## config.mk

```make
export PLATFORM = sky130hd
export DESIGN_NAME = window3x3_gen
export DESIGN_NICKNAME = d
export VERILOG_FILES = /design/src/rtl/window3x3_gen.sv
export SDC_FILE = /design/constraint.sdc
export NUM_CORES = 1
export LEC_CHECK = 0
export CAP_MARGIN = 40
export CORE_ASPECT_RATIO = 0.9
export CORE_MARGIN = 4
export CORE_UTILIZATION = 50
export DETAILED_ROUTE_END_ITERATION = 16
export PLACE_DENSITY = 0.78
export SYNTH_ARGS = -nofsm -noshare
export SYNTH_HDL_FRONTEND = slang
export SYNTH_SLANG_ARGS = --single-unit
```

## constraint.sdc

```tcl
create_clock -name clk -period 4.3 [get_ports clk]
set_input_delay 0.86 -clock clk [delete_from_list [all_inputs] [get_ports clk]]
set_output_delay 0.86 -clock clk [all_outputs]
set_load 0.005 [all_outputs]
```

## src/rtl/window3x3_gen.sv

```systemverilog
// window3x3_gen: 3x3 sliding-window generator over a raster pixel stream using two line buffers.
// Ports: clk; rst (async, active low); in_valid/in_pix raster input, no backpressure;
//   op1..op9 registered 3x3 window, row-major (op1 top-left, op9 bottom-right);
//   out_valid one-cycle pulse when op1..op9 hold a complete window (1 cycle after the accepting edge);
//   frame_done (only when WINDOW_FRAME_DONE_EN is defined) pulses with the window whose op9 is p(H-1,W-1).
module window3x3_gen #(
  parameter int N = 8,
  parameter int W = 64,
  parameter int H = 64
) (
  input  logic         clk,
  input  logic         rst,
  input  logic         in_valid,
  input  logic [N-1:0] in_pix,
  output logic [N-1:0] op1,
  output logic [N-1:0] op2,
  output logic [N-1:0] op3,
  output logic [N-1:0] op4,
  output logic [N-1:0] op5,
  output logic [N-1:0] op6,
  output logic [N-1:0] op7,
  output logic [N-1:0] op8,
  output logic [N-1:0] op9,
`ifdef WINDOW_FRAME_DONE_EN
  output logic         frame_done,
`endif
  output logic         out_valid
);
  localparam int CW = $clog2(W);
  localparam int RW = $clog2(H);
  logic [CW-1:0] col;
  logic [RW-1:0] row;
  logic [N-1:0] lb1 [W];
  logic [N-1:0] lb2 [W];
  logic [N-1:0] w [9];
  logic [N-1:0] o [9];
  logic [N-1:0] nw [9];
  logic last_col, last_row, win_ok;
  always_comb begin
    last_col = col == CW'(W - 1);
    last_row = row == RW'(H - 1);
    win_ok   = row >= RW'(2) && col >= CW'(2);
    nw[0] = w[1];
    nw[1] = w[2];
    nw[2] = lb2[col];
    nw[3] = w[4];
    nw[4] = w[5];
    nw[5] = lb1[col];
    nw[6] = w[7];
    nw[7] = w[8];
    nw[8] = in_pix;
  end
  // Line buffers are never reset: rows 0 and 1 of each frame are gated off, so stale data never reaches a window.
  always_ff @(posedge clk) begin
    if (in_valid) begin
      lb2[col] <= lb1[col];
      lb1[col] <= in_pix;
    end
  end
  always_ff @(posedge clk or negedge rst) begin
    if (!rst) begin
      col       <= '0;
      row       <= '0;
      out_valid <= 1'b0;
      for (int i = 0; i < 9; i++) begin
        w[i] <= '0;
        o[i] <= '0;
      end
    end else begin
      out_valid <= in_valid && win_ok;
      if (in_valid) begin
        col <= last_col ? '0 : col + CW'(1);
        row <= last_col ? (last_row ? '0 : row + RW'(1)) : row;
        w   <= nw;
        if (win_ok) o <= nw;
      end
    end
  end
`ifdef WINDOW_FRAME_DONE_EN
  always_ff @(posedge clk or negedge rst) begin
    if (!rst) frame_done <= 1'b0;
    else      frame_done <= in_valid && last_col && last_row;
  end
`endif
  assign op1 = o[0];
  assign op2 = o[1];
  assign op3 = o[2];
  assign op4 = o[3];
  assign op5 = o[4];
  assign op6 = o[5];
  assign op7 = o[6];
  assign op8 = o[7];
  assign op9 = o[8];
endmodule
```

# --- Word-level counts from Yosys, hierarchy flattened ---
# Memories as Yosys holds them, arrays and structs flattened.
# Index checks and enable logic that the tools add are counted.
totals:
  regBits: 133
  ramBits: 1024
  in_bits: 11
  out_inout_bits: 73
  memories: 2
op_classes:
  add_sub_neg: 2
  order_cmp: 2
  eq_ne: 2
  n_mux: 4
  n_reduce_logical: 4
memory_table:
  columns: ["name", "words", "word_bits", "read_ports", "rd_ports_with_merged_regs", "write_ports", "line_no", "rtl"]
  rows:
  - ["lb1", 64, 8, 1, 0, 1, "33", "logic [N-1:0] lb1 [W];"]
  - ["lb2", 64, 8, 1, 0, 1, "34", "logic [N-1:0] lb2 [W];"]
ops:
  columns: ["op", "n"]
  rows:
  - ["6-bit by 1-bit adder with 6-bit output, second input constant", 2]
  - ["6-bit equality test, second input constant", 2]
  - ["6-bit by 2-bit >= comparator with 1-bit output, second input constant", 2]
  - ["6-bit 2-to-1 mux", 2]
  - ["2-bit AND reduction", 2]
  - ["1-bit logical AND", 2]
  - ["1-bit 2-to-1 mux", 2]

# --- Logic depth before layout (Yosys ltp) ---
logic_depth:
  ltp_word: 3
  mapped_depth: 12
  depth_no_buf: 7

# --- Least setup slack after synthesis ---
# No wires, ideal clock.
synth_timing:
  path_kind: "register to register"
  startpoint: "register col[2]"
  endpoint: "register w (netlist bit nw[37])"
  setup_ps: 135
  arrival_ps: 3568
  required_time_ps: 4165
  setup_slack_ps: 597
  stages_incl_launch_ff: 9
  synth_period_minus_slack_ps: 3703
  path_cell_list: "dfrtp_1 > buf_6 > buf_2 > buf_1 > mux4_2 > and2_1 > a2111oi_0 > nand4_1 > mux2_2"
synth_lines:
  columns: ["item", "line_no", "rtl"]
  rows:
  - ["start, declared", "31", "logic [CW-1:0] col;"]
  - ["start signal, assigned", "72", "col <= last_col ? '0 : col + CW'(1);"]
  - ["end signal, assigned", "74", "w <= nw;"]
  - ["end, declared", "35", "logic [N-1:0] w [9];"]

==> impl_metrics.prom <==
# TYPE chip_impl_metric gauge
chip_impl_metric{name="pre_cts_slack",unit="ns"} 0.377
chip_impl_metric{name="start_util",unit=""} 0.506
chip_impl_metric{name="post_route_cell_area",unit="mm2"} 0.0518
chip_impl_metric{name="power_report.internal_total",unit="mW"} 25.9
chip_impl_metric{name="post_synth.cell_area_avg",unit="um2"} 16.9
chip_impl_metric{name="post_route_cells_drive_above_1_share",unit=""} 0.203
chip_impl_info{name="yosys_most_used_dff",value="sky130_fd_sc_hd__edfxtp_1"} 1
chip_impl_metric{name="critical_path_required_time",unit="ns"} 4.72
chip_impl_metric{name="dpl-instance-area",unit="mm2"} 0.0482
chip_impl_metric{name="yosys_warnings",unit=""} 0
chip_impl_metric{name="seq_area_frac_synth",unit=""} 0.763
chip_impl_metric{name="place_inst",unit=""} 3903
chip_impl_metric{name="synthToLayoutAreaGrowth",unit="%"} 16.1
chip_impl_metric{name="pwr-share-clk",unit=""} 0.244
chip_impl_metric{name="post_cts_resize_count",unit=""} 0
chip_impl_metric{name="dp_hpwl",unit="mm"} 87.0
chip_impl_metric{name="finalNonFillerCells",unit=""} 4105
chip_impl_metric{name="layout_setup_ws",unit="ns"} 0.191
chip_impl_metric{name="floorplan.rows",unit=""} 103
chip_impl_info{name="cp_cell_sequence",value="and2_2 -> buf_12 -> a22oi_1 -> o22ai_1 -> nor4_1 -> buf_2 -> and3_1 -> nand2_2 -> buf_12"} 1
chip_impl_metric{name="r2r_setup_slack",unit="ns"} 0.19
chip_impl_metric{name="ys_types",unit=""} 72
chip_impl_metric{name="insertion_delay",unit="ns"} 0.71
chip_impl_info{name="synth_top_area_cell",value="sky130_fd_sc_hd__edfxtp_1"} 1
chip_impl_metric{name="skew",unit="ns"} 0.0335
chip_impl_info{name="cpMaxStageDelayCell",value="sky130_fd_sc_hd__dfrtp_4"} 1
chip_impl_metric{name="routedWlPerCell",unit="um"} 33.2
chip_impl_info{name="yosysMostFrequentCell",value="sky130_fd_sc_hd__edfxtp_1"} 1
chip_impl_metric{name="drt_wl_total",unit="mm"} 136
chip_impl_metric{name="via_count_of_the_first_global_routing_pass",unit=""} 26900
chip_impl_metric{name="post-route-min-period",unit="ns"} 4.11
chip_impl_metric{name="timing.setup.tns",unit="ns"} 0
chip_impl_metric{name="clkTransAtPathRegs",unit="ns"} 0.07
chip_impl_metric{name="gr-usage-all-layers",unit=""} 0.287
chip_impl_info{name="rsz0062_at_grt",value="no"} 1
chip_impl_metric{name="rr_worst_depth",unit=""} 9
chip_impl_info{name="min-delay-path-class",value="input pin to asynchronous set/reset pin"} 1
chip_impl_metric{name="cts.sink_count",unit=""} 1157
chip_impl_info{name="capture_point_of_the_worst_reg_to_reg_path",value="lb2[18][1]"} 1
chip_impl_info{name="crit-reg2reg-launch",value="col[1]"} 1
chip_impl_metric{name="remaining_drc_errors",unit=""} 0
chip_impl_metric{name="max_slew_headroom",unit=""} 0.330
chip_impl_info{name="path_class",value="flip-flop to flip-flop"} 1
chip_impl_metric{name="tritoncts.num_buffers",unit=""} 108
chip_impl_metric{name="max_clock_freq",unit="MHz"} 243
chip_impl_metric{name="postSynthRegisterBits",unit=""} 1157
chip_impl_info{name="tritoncts",value="done"} 1
chip_impl_metric{name="grt_antenna_before_repair",unit=""} 9
chip_impl_metric{name="max_cap_viol_count",unit=""} 0
chip_impl_info{name="cp-start-kind",value="flip-flop"} 1
chip_impl_metric{name="switching_fraction",unit=""} 0.362
chip_impl_metric{name="timing_max_transition_violations_final",unit=""} 0
chip_impl_info{name="netlist_top_cells_count",value="1024 x sky130_fd_sc_hd__edfxtp_1, 282 x sky130_fd_sc_hd__a22oi_1, 133 x sky130_fd_sc_hd__dfrtp_1"} 1
chip_impl_metric{name="fp.coreArea",unit="mm2"} 0.0881
chip_impl_metric{name="cts_max_level",unit=""} 3
chip_impl_metric{name="synth_top_cell_area_share",unit=""} 0.689
chip_impl_info{name="critical_path.most_common_cell",value="sky130_fd_sc_hd__buf_12"} 1
chip_impl_metric{name="seqPwrFrac",unit=""} 0.401
chip_impl_metric{name="worst_pin_slew",unit="ns"} 1.00
chip_impl_metric{name="critical_path_peak_fanout",unit=""} 41
chip_impl_metric{name="routabilityCongestion",unit=""} 0.994
chip_impl_metric{name="synth_edf_count",unit=""} 1024
chip_impl_metric{name="power.switching",unit="mW"} 14.6
chip_impl_metric{name="comb_power_share",unit=""} 0.355
chip_impl_metric{name="pwr_density_cell",unit="mW/mm2"} 781
chip_impl_metric{name="drt_pass1_iterations",unit=""} 6
chip_impl_metric{name="grt_start_max_net_pins",unit=""} 134
chip_impl_info{name="cp_top_family",value="simple AND/OR/NAND/NOR gates"} 1
chip_impl_metric{name="finalCoreUtilization",unit=""} 0.588
chip_impl_metric{name="synth-async-reset-ratio",unit=""} 0.115
chip_impl_metric{name="syn-instance-count",unit=""} 2639
chip_impl_metric{name="critical_path.n_buffers_inverters",unit=""} 3
chip_impl_info{name="synthTopCellsByArea",value="sky130_fd_sc_hd__edfxtp_1 69%, sky130_fd_sc_hd__dfrtp_1 7.5%, sky130_fd_sc_hd__a22oi_1 4.7%"} 1
chip_impl_metric{name="floorplan.die.height",unit="um"} 291
chip_impl_metric{name="grt_pass1_wl",unit="mm"} 195
chip_impl_metric{name="synth_nets",unit=""} 2654
chip_impl_metric{name="portBuffers",unit=""} 83
chip_impl_metric{name="num-nets-final",unit=""} 2874
chip_impl_metric{name="synth.cell_area",unit="mm2"} 0.0446
chip_impl_info{name="run_status",value="finished, final reports clean"} 1
chip_impl_metric{name="leakage",unit="nW"} 17.1
chip_impl_metric{name="grt_overflow",unit=""} 0
chip_impl_metric{name="crit_path_max_incr_delay",unit="ns"} 0.69
chip_impl_info{name="clockRootBuffer",value="sky130_fd_sc_hd__clkbuf_16"} 1
chip_impl_metric{name="critPathArrivalTime",unit="ns"} 4.53
chip_impl_metric{name="cts_setup_buffers",unit=""} 0
chip_impl_metric{name="io_pins",unit=""} 84
chip_impl_metric{name="final.fill_count",unit=""} 6408
chip_impl_metric{name="worst_hold_slack_after_final_layout",unit="ns"} 0.226
chip_impl_metric{name="drt_first_iter_violations",unit=""} 4809
chip_impl_metric{name="post_cts_hold_buffer_count",unit=""} 0
chip_impl_metric{name="fp.dieArea",unit="mm2"} 0.0941
chip_impl_metric{name="antenna_left",unit=""} 0
chip_impl_metric{name="p_total",unit="mW"} 40.5
chip_impl_metric{name="vias",unit=""} 28100
chip_impl_metric{name="timing.final.crit_share",unit=""} 0.956
chip_impl_metric{name="clk_path_buf_depth",unit=""} 3
chip_impl_metric{name="vias_per_cell",unit=""} 6.85
chip_impl_metric{name="ir_drop",unit="V"} 0.000610
chip_impl_info{name="worst_setup_path_end_kind",value="flip-flop"} 1
chip_impl_metric{name="setup_viol_count_final",unit=""} 0
chip_impl_metric{name="chipWidth",unit="um"} 323
chip_impl_metric{name="finalHoldViolCount",unit=""} 0
routing by layer:
metal,global-route usage,wire [um],part of all wire
met1,0.410,50700,0.37
met2,0.414,58600,0.43
met3,0.0987,21200,0.16
met4,0.101,5670,0.042
met5,0,52,0.00038
cells in the final DEF, fill, tap and decap left out, types with 47 or more instances in the layout:
| cell type | Yosys | routed |
|---|---|---|
| sky130_fd_sc_hd__a21oi_1 | 50 | 50 |
| sky130_fd_sc_hd__a22oi_1 | 282 | 282 |
| sky130_fd_sc_hd__buf_4 | 7 | 196 |
| sky130_fd_sc_hd__clkbuf_16 | 0 | 111 |
| sky130_fd_sc_hd__clkdlybuf4s50_1 | 0 | 73 |
| sky130_fd_sc_hd__dfrtp_1 | 133 | 130 |
| sky130_fd_sc_hd__edfxtp_1 | 1024 | 1024 |
| sky130_fd_sc_hd__mux2_2 | 125 | 125 |
| sky130_fd_sc_hd__mux2i_1 | 50 | 50 |
| sky130_fd_sc_hd__nand2_1 | 50 | 47 |
| sky130_fd_sc_hd__nor2_1 | 114 | 112 |
| sky130_fd_sc_hd__o22ai_1 | 124 | 124 |
flip-flops by register name, indices dropped and copies added (netlist names), 8 cells and up:
| register | cells |
|---|---|
| lb2 | 512 |
| op6 | 8 |
| op8 | 8 |
| op4 | 8 |
| op7 | 8 |
| lb1 | 512 |
| nw | 48 |
| op1 | 8 |
| op9 | 8 |
| op2 | 8 |
| op5 | 8 |
| op3 | 8 |
kinds of logic (layout without fill, tap and decap cells):
| family | after synthesis | count (layout) | synth area share |
|---|---|---|---|
| buffers and inverters | 207 | 512 | 0.0202 |
| xor gates and xnor gates | 6 | 6 | 0.00118 |
| and+or+nand+nor | 365 | 365 | 0.0459 |
| adders and majority gates | 4 | 4 | 0.00112 |
| DFF | 1157 | 1157 | 0.763 |
| AOI/OAI and AO/OA | 697 | 697 | 0.112 |
| muxes | 203 | 203 | 0.0564 |
| other | 0 | 6 | 0 |
layout make-up:
| type | instances | area [um2] | share of cell area |
|---|---|---|---|
| inverters | 5 | 18.8 | 0.000362 |
| well taps | 1155 | 1450 | 0.0279 |
| clock inverters | 63 | 766 | 0.0148 |
| flip-flops and latches | 1157 | 34100 | 0.658 |
| clock buffers | 132 | 2890 | 0.0557 |
| multi-input cells | 1275 | 9730 | 0.188 |
| repair buffers | 312 | 2870 | 0.0555 |
| diodes | 6 | 15.0 | 0.000290 |
how the worst max path moves through the flow:
stage | endpoint | slack, ns | depth (start not counted) | start
after detailed placement | lb2[23][1] | 0.38 | 9 | col[1]
after CTS | lb2[23][1] | 0.37 | 9 | col[1]
after floorplan | nw[37] | 0.60 | 8 | col[2]
after global routing | lb2[18][1] | 0.18 | 9 | col[1]
final | lb2[18][1] | 0.19 | 9 | col[1]
after global placement | lb2[47][1] | 0.06 | 8 | col[1]
power groups by stage:
| stage | combinational [mW] | clock, mW | sequential, mW |
|---|---|---|---|
| 2_1_floorplan | 7.15 | 0 | 16.2 |
| 3_3_place_gp | 13.3 | 0 | 16.4 |
| 3_5_place_dp | 13.8 | 0 | 16.5 |
| 4_1_cts | 13.9 | 9.93 | 16.2 |
| 5_1_grt | 14.9 | 10.4 | 16.3 |
| 6_report | 14.4 | 9.87 | 16.2 |
Power figures use the tool's default switching activity.
